<file path="config.mk">
export PLATFORM = sky130hd
export DESIGN_NAME = key_press_conditioner
export DESIGN_NICKNAME = d
export VERILOG_FILES = /design/src/rtl/key_press_conditioner.sv
export SDC_FILE = /design/constraint.sdc
export NUM_CORES = 1
export LEC_CHECK = 0
export CAP_MARGIN = 20
export CORE_ASPECT_RATIO = 1.2
export CORE_MARGIN = 3
export CORE_UTILIZATION = 47
export CTS_CLUSTER_DIAMETER = 100
export DETAILED_ROUTE_END_ITERATION = 8
export GPL_TIMING_DRIVEN = 0
export PLACE_DENSITY = 0.79
export SKIP_CTS_REPAIR_TIMING = 1
export SLEW_MARGIN = 20
export SYNTH_ARGS = -nofsm -noshare
export SYNTH_HDL_FRONTEND = slang
export SYNTH_SLANG_ARGS = --single-unit
export TNS_END_PERCENT = 30
</file>
<file path="constraint.sdc">
create_clock -name Clock -period 1.21 [get_ports Clock]
set_input_delay 0.121 -clock Clock [delete_from_list [all_inputs] [get_ports Clock]]
set_output_delay 0.121 -clock Clock [all_outputs]
set_load 0.01 [all_outputs]
</file>
<file path="src/rtl/key_press_conditioner.sv">
// Key input conditioner: per-key 2-flop sync, debounce FSM and press pulse.
// Optional re-press lockout when KEY_COND_HOLDOFF_EN is defined.
module key_press_conditioner #(
  parameter int NUM_KEYS        = 2,
  parameter int DEBOUNCE_CYCLES = 4,
  parameter int ACTIVE_LOW      = 1,
  parameter int HOLDOFF_CYCLES  = 8
) (
  input  logic                Clock,
  input  logic                Reset,
  input  logic [NUM_KEYS-1:0] key_raw,
  input  logic                enable,
  output logic [NUM_KEYS-1:0] held,
  output logic [NUM_KEYS-1:0] press
);

  localparam int CW = $clog2(DEBOUNCE_CYCLES + 1);

  typedef enum logic [1:0] {
    RELEASED,
    PRESS_PEND,
    PRESSED,
    RELEASE_PEND
  } state_t;

  logic [NUM_KEYS-1:0] key_p0;
  logic [NUM_KEYS-1:0] sync_p1;
  logic [NUM_KEYS-1:0] sync_p2;

  assign key_p0 = (ACTIVE_LOW != 0) ? ~key_raw : key_raw;

  // Stage p1/p2: synchronizer; reset loads the released level
  always_ff @(posedge Clock) begin
    if (Reset) begin
      sync_p1 <= '0;
      sync_p2 <= '0;
    end else begin
      sync_p1 <= key_p0;
      sync_p2 <= sync_p1;
    end
  end

`ifndef KEY_COND_HOLDOFF_EN
  logic unused_holdoff;
  assign unused_holdoff = (HOLDOFF_CYCLES != 0);
`endif

  for (genvar k = 0; k < NUM_KEYS; k++) begin : g_key
    state_t        state_q, state_d;
    logic [CW-1:0] cnt_q, cnt_d;
    logic          accept;
    logic          allow;
    logic          held_q;
    logic          acc_p3;
    logic          press_p4;

    always_ff @(posedge Clock) begin
      if (Reset) begin
        state_q <= RELEASED;
        cnt_q   <= '0;
      end else begin
        state_q <= state_d;
        cnt_q   <= cnt_d;
      end
    end

    always_comb begin
      state_d = state_q;
      cnt_d   = cnt_q;
      accept  = 1'b0;
      case (state_q)
        RELEASED: begin
          if (sync_p2[k]) begin
            state_d = PRESS_PEND;
            cnt_d   = CW'(1);
          end
        end
        PRESS_PEND: begin
          if (!sync_p2[k]) begin
            state_d = RELEASED;
            cnt_d   = '0;
          end else if (cnt_q == CW'(DEBOUNCE_CYCLES)) begin
            state_d = PRESSED;
            cnt_d   = '0;
            accept  = 1'b1;
          end else begin
            cnt_d = cnt_q + CW'(1);
          end
        end
        PRESSED: begin
          if (!sync_p2[k]) begin
            state_d = RELEASE_PEND;
            cnt_d   = CW'(1);
          end
        end
        RELEASE_PEND: begin
          if (sync_p2[k]) begin
            state_d = PRESSED;
            cnt_d   = '0;
          end else if (cnt_q == CW'(DEBOUNCE_CYCLES)) begin
            state_d = RELEASED;
            cnt_d   = '0;
          end else begin
            cnt_d = cnt_q + CW'(1);
          end
        end
        default: begin
          state_d = RELEASED;
          cnt_d   = '0;
        end
      endcase
    end

`ifdef KEY_COND_HOLDOFF_EN
    localparam int HW = $clog2(HOLDOFF_CYCLES + 1);
    logic [HW-1:0] hold_q;

    // Lockout window starts on the cycle the pulse is visible
    always_ff @(posedge Clock) begin
      if (Reset) begin
        hold_q <= '0;
      end else if (press_p4) begin
        hold_q <= HW'(HOLDOFF_CYCLES);
      end else if (hold_q != '0) begin
        hold_q <= hold_q - HW'(1);
      end
    end

    assign allow = (hold_q == '0);
`else
    assign allow = 1'b1;
`endif

    // Stage p3/p4: accept qualified on the transition edge, then pulse
    always_ff @(posedge Clock) begin
      if (Reset) begin
        held_q   <= 1'b0;
        acc_p3   <= 1'b0;
        press_p4 <= 1'b0;
      end else begin
        held_q   <= (state_q == PRESSED) || (state_q == RELEASE_PEND);
        acc_p3   <= accept & enable & allow;
        press_p4 <= acc_p3;
      end
    end

    assign held[k]  = held_q;
    assign press[k] = press_p4;
  end

endmodule
</file>
After elaboration in Yosys (flattened, before gate mapping)
Index checks and enable logic that the tools add are counted.
{"block": "op_classes", "add_sub_neg": 2, "n_eq_ne": 16, "n_mux": 32, "bitwise": 3, "n_reduce_logical": 8}
{"operator": "$mux W3", "n": 10}
{"operator": "$mux W2", "n": 12}
{"operator": "$pmux W3 S4", "n": 2}
{"operator": "$pmux W2 S4", "n": 2}
{"operator": "$ne A3 B3 Y1 const B", "n": 4}
{"operator": "$eq A2 B2 Y1 const B", "n": 4}
{"operator": "$ne A2 B2 Y1 const B", "n": 4}
{"operator": "$reduce_and A4 Y1", "n": 2}
{"operator": "$add A3 B1 Y3 const B", "n": 2}
{"operator": "$eq A3 B3 Y1 const B", "n": 2}
{"operator": "$mux W1", "n": 6}
{"operator": "$eq A2 B1 Y1 const B", "n": 2}
{"operator": "$logic_not A2 Y1", "n": 2}
{"operator": "$reduce_and A2 Y1", "n": 2}
{"operator": "$and A1 B1 Y1", "n": 2}
{"operator": "$logic_or A1 B1 Y1", "n": 2}
{"operator": "$not A2 Y2", "n": 1}
{"block": "totals", "ff_bits": 20, "input_bits": 5, "word_cells": 73}

Depth between registers and ports, before layout
{"block": "logic_depth", "depth_word": 5, "mapped_depth": 5, "ltp_nobuf": 5}

Least setup slack after synthesis
Ideal clock, no wire load.
{"block": "synth_timing", "path_kind": "reg2reg", "from": "register g_key[0].cnt_q[0]", "to": "register g_key[0].cnt_q[0]", "setup_ns": 0.103, "arrival_time_ns": 1.080, "required_time_ns": 1.107, "slack_ns": 0.027, "path_stages_with_launch": 5, "path_buffers": 0, "period_less_slack_ns": 1.183, "cell_sequence": "dfxtp_1 -> inv_1 -> ha_1 -> and3_1 -> a2111oi_2"}
{"block": "synth_between", "elab_chain_len": 4}
{"element": "start: declaration", "line_no": "50", "source": "logic [CW-1:0] cnt_q, cnt_d;"}
{"element": "start signal: assignment", "line_no": "63", "source": "cnt_q <= cnt_d;"}
{"element": "$add A3 B1 Y3 / $eq A3 B3 Y1 (equally long branches)"}
{"element": "$mux W3 (*)", "line_no": "82, 100"}
{"element": "$mux W3, on equally long branches", "line_no": "97, 79"}
{"element": "$pmux W3 S4 (*)", "line_no": "71", "source": "case (state_q)"}
Every way passes the cells marked *; elsewhere a longest branch is shown, timed or not.
A chain may end at the register's enable or synchronous reset.

Worst setup path in the final report
Same ends and word-level chain as after synthesis.

==> results.yml <==
cells_and_area:
  area_growth_pct: 14.6
  antenna_cells: 0
  fin_nets: 104
  drive_above_1_share_pct: 16.1
placed_design:
  portBuffers: 7
  place_congestion: 0.716
  post-place-ws_ns: -0.0653
  hpwl_microns: 909
routing:
  route.vias.total: 572
  drcViolationCount: 0
  drt_pass1_iterations: 4
  wirelength_microns: 1250
  drtAntennaViolNets: 0
  wl_per_cell_microns: 11.3
  dr.first_iter.drc_count: 8
  drt-vias-per-instance: 5.20
min_path:
  hp-start: "Reset"
  min_to: "g_key[0].press_p4$_SDFF_PP0_"
  min_path_type: "primary input to flop"
  hold_depth: 2
power:
  leakagePower_nw: 0.399
  p_total_mw: 1.03
  powerDensity_nw_per_um2: 1110
  swShare_pct: 21.6
  ir_drop_v: 0.000719
  p_comb_share_pct: 5.3
  pwr-share-clk_pct: 28.8
  p_sw_uw: 223
  seq_power_share_pct: 65.8
  intPower_uw: 811
status:
  status: "finished, violations left"
  failed_checks: "setup timing"
critical_path:
  rrSetupSlack_ns: -0.02
  cp.depth: 4
  required_ns: 1.40
  crit_path_start_kind: "flop"
  crit_arrival_ns: 1.42
  worstPathBufferInverterCount: 1
  reg2reg_depth: 4
  critPathTopFamily: "flip-flops"
  slowest_stage: "dfxtp_4"
  cpPeakStageDelay_ns: 0.38
  endpoint_kind: "flop"
  r2r_end: "g_key[0].cnt_q[0]$_SDFFE_PP0P_"
  timing.rr.start: "g_key[0].cnt_q[0]$_SDFFE_PP0P_"
  critPathKind: "flop to flop"
  path_max_fanout: 4
  crit_chain: "inv_1 -> ha_1 -> and3_1 -> a2111oi_2"
global_routing:
  overflow: 0
  grt_max_degree: 11
  grt_pass1_wl_microns: 2010
  antenna_found_initial: 0
  track_usage_pct: 11.7
  grt_pass1_vias: 496
die:
  pin_count: 9
  initial_utilization_pct: 52.8
  die_y_microns: 51.6
  die_area_sq_um: 2270
  rows: 15
  core_sq_um: 1540
  dieWidth_microns: 44.0
cts:
  htree_levels: 1
  cts_tree: "built"
  numCtsBuffers: 3
  clk_pin_slew_ns: 0.10
  cts_buffer_depth: 2
  root_buffer: "clkbuf_4"
  cts_num_sinks: 20
  worstSkewPairLatency_ns: 0.29
yosys:
  syn_inst: 83
  yosys.area_share.adder_pct: 6.15
  syn_avg_cell_area_sq_um: 9.80
  ys_types: 25
  yosys_warnings: 0
  synth.area.mux_share_pct: 2.46
  syn_area_sq_um: 813
  ys_seq_area_share_pct: 49.2
  synth_compound_area_share_pct: 6.00
  synth_top_family_by_area: "simple AND/OR/NAND/NOR gates"
  synth_simple_gate_area_share_pct: 22.0
  synth_fp_nets: 92
  synth-seq-cells: 20
  synth_xor_area_share_pct: 6.15
timing:
  relSlewSlack_pct: 71.6
  final_max_slew_viol_count: 0
  period_share_pct: 102
  rsz0062_at_grt: "yes"
  fin_tns_setup_ns: -0.0210
  finalCriticalPeriod_ns: 1.23
  hold_viol: 0
  worstMarginPinSlew_ns: 0.427
  holdWs_ns: 0.212
  max_freq_mhz: 812
  setup_viol: 1
  finalWorstSetupSlack_ns: -0.0210
  skew_ns: 0.00423
run:
  drv_cap: 0
## sequential cells by signal (all words and copies together) (netlist names), named ones only
signal	flops
g_key.acc_p3	2
g_key.cnt_q	6
g_key.held_q	2
g_key.press_p4	2
g_key.state_q	2
sync_p1	2
sync_p2	2
## cells in the mapped netlist
cell type,instances,area share (%)
a2111oi_2,1,1.8
a21oi_1,3,1.8
a31oi_1,2,1.5
and3_1,1,0.77
buf_2,1,0.61
buf_4,4,3.7
clkbuf_1,1,0.46
dfxtp_1,20,49
ha_1,4,6.2
inv_1,7,3.2
mux2i_1,2,2.5
nand2_1,1,0.46
nand2b_1,1,0.77
nand3_1,6,3.7
nand3b_1,1,0.92
nand4_1,2,1.5
nand4b_1,2,2.2
nor2_1,9,4.2
nor2b_1,6,4.6
nor3_1,1,0.61
nor4_1,2,1.5
o22ai_1,1,0.77
or3_1,1,0.77
xnor2_1,2,2.2
xor2_2,2,4.0
## cell families after synthesis
| group | count (synthesis) |
|---|---|
| simple gates | 33 |
| flops | 20 |
| buf+inv | 13 |
| compound gates | 7 |
| xor+xnor | 4 |
| fa+ha+maj | 4 |
| mux | 2 |
## metrics by stage
| step | util, % | area (sq um) | instances |
|---|---|---|---|
| finish | 60.6 | 932 | 110 |
| global route | 60.6 | 932 | 110 |
| CTS | 60.2 | 927 | 110 |
| detailed placement | 58.8 | 905 | 107 |
| global placement | 58.8 | 905 | 107 |
| floorplan | - | 813 | 83 |
## power groups by stage
stage	Sequential, mW	Combinational, mW	Clock [mW]
2_1_floorplan	0.694	0.0371	0
3_3_place_gp	0.696	0.0533	0
3_5_place_dp	0.697	0.0556	0
4_1_cts	0.681	0.0555	0.311
5_1_grt	0.683	0.0621	0.328
6_report	0.681	0.0552	0.298
## layer usage
| layer | vias to the layer above | GRT usage [%] | wire, microns |
|---|---|---|---|
| li1 | 294 | - | - |
| met1 | 259 | 15.0 | 594 |
| met2 | 15 | 18.7 | 562 |
| met3 | 4 | 2.08 | 66 |
| met4 | 0 | 6.03 | 22 |
| met5 | - | 0 | 0 |
## layout by cell type (no fill, tap or decap), types with 3 or more instances in the layout
| cell | instances |
|---|---|
| dfxtp_1 | 18 |
| nor2_1 | 9 |
| inv_1 | 7 |
| nand3_1 | 6 |
| nor2b_1 | 6 |
| buf_4 | 6 |
| ha_1 | 4 |
| a21oi_1 | 3 |
| clkbuf_4 | 3 |
| clkdlybuf4s50_1 | 3 |
## worst max path at each step
stage                                         startpoint                              to  slack, ns
after detailed placement  g_key[0].cnt_q[0]$_SDFFE_PP0P_  g_key[0].cnt_q[0]$_SDFFE_PP0P_      -0.07
final                     g_key[0].cnt_q[0]$_SDFFE_PP0P_  g_key[0].cnt_q[0]$_SDFFE_PP0P_      -0.02
after global routing      g_key[0].cnt_q[0]$_SDFFE_PP0P_  g_key[0].cnt_q[0]$_SDFFE_PP0P_      -0.08
after global placement    g_key[0].cnt_q[0]$_SDFFE_PP0P_  g_key[0].cnt_q[0]$_SDFFE_PP0P_      -0.03
after floorplan           g_key[0].cnt_q[0]$_SDFFE_PP0P_  g_key[0].cnt_q[0]$_SDFFE_PP0P_       0.03
after CTS                     g_key[0].held_q$_SDFF_PP0_                         held[0]      -0.16
## area by class of cell
cell class | instances | area (sq um)
fillers | 126 | 607
flip-flops and latches | 20 | 405
multi-input cells | 50 | 348
repair buffers | 7 | 70.1
plain buffers | 6 | 38.8
inverters | 7 | 26.3
clock buffers | 3 | 22.5
well taps | 17 | 21.3
Power figures use the tool's default switching activity.
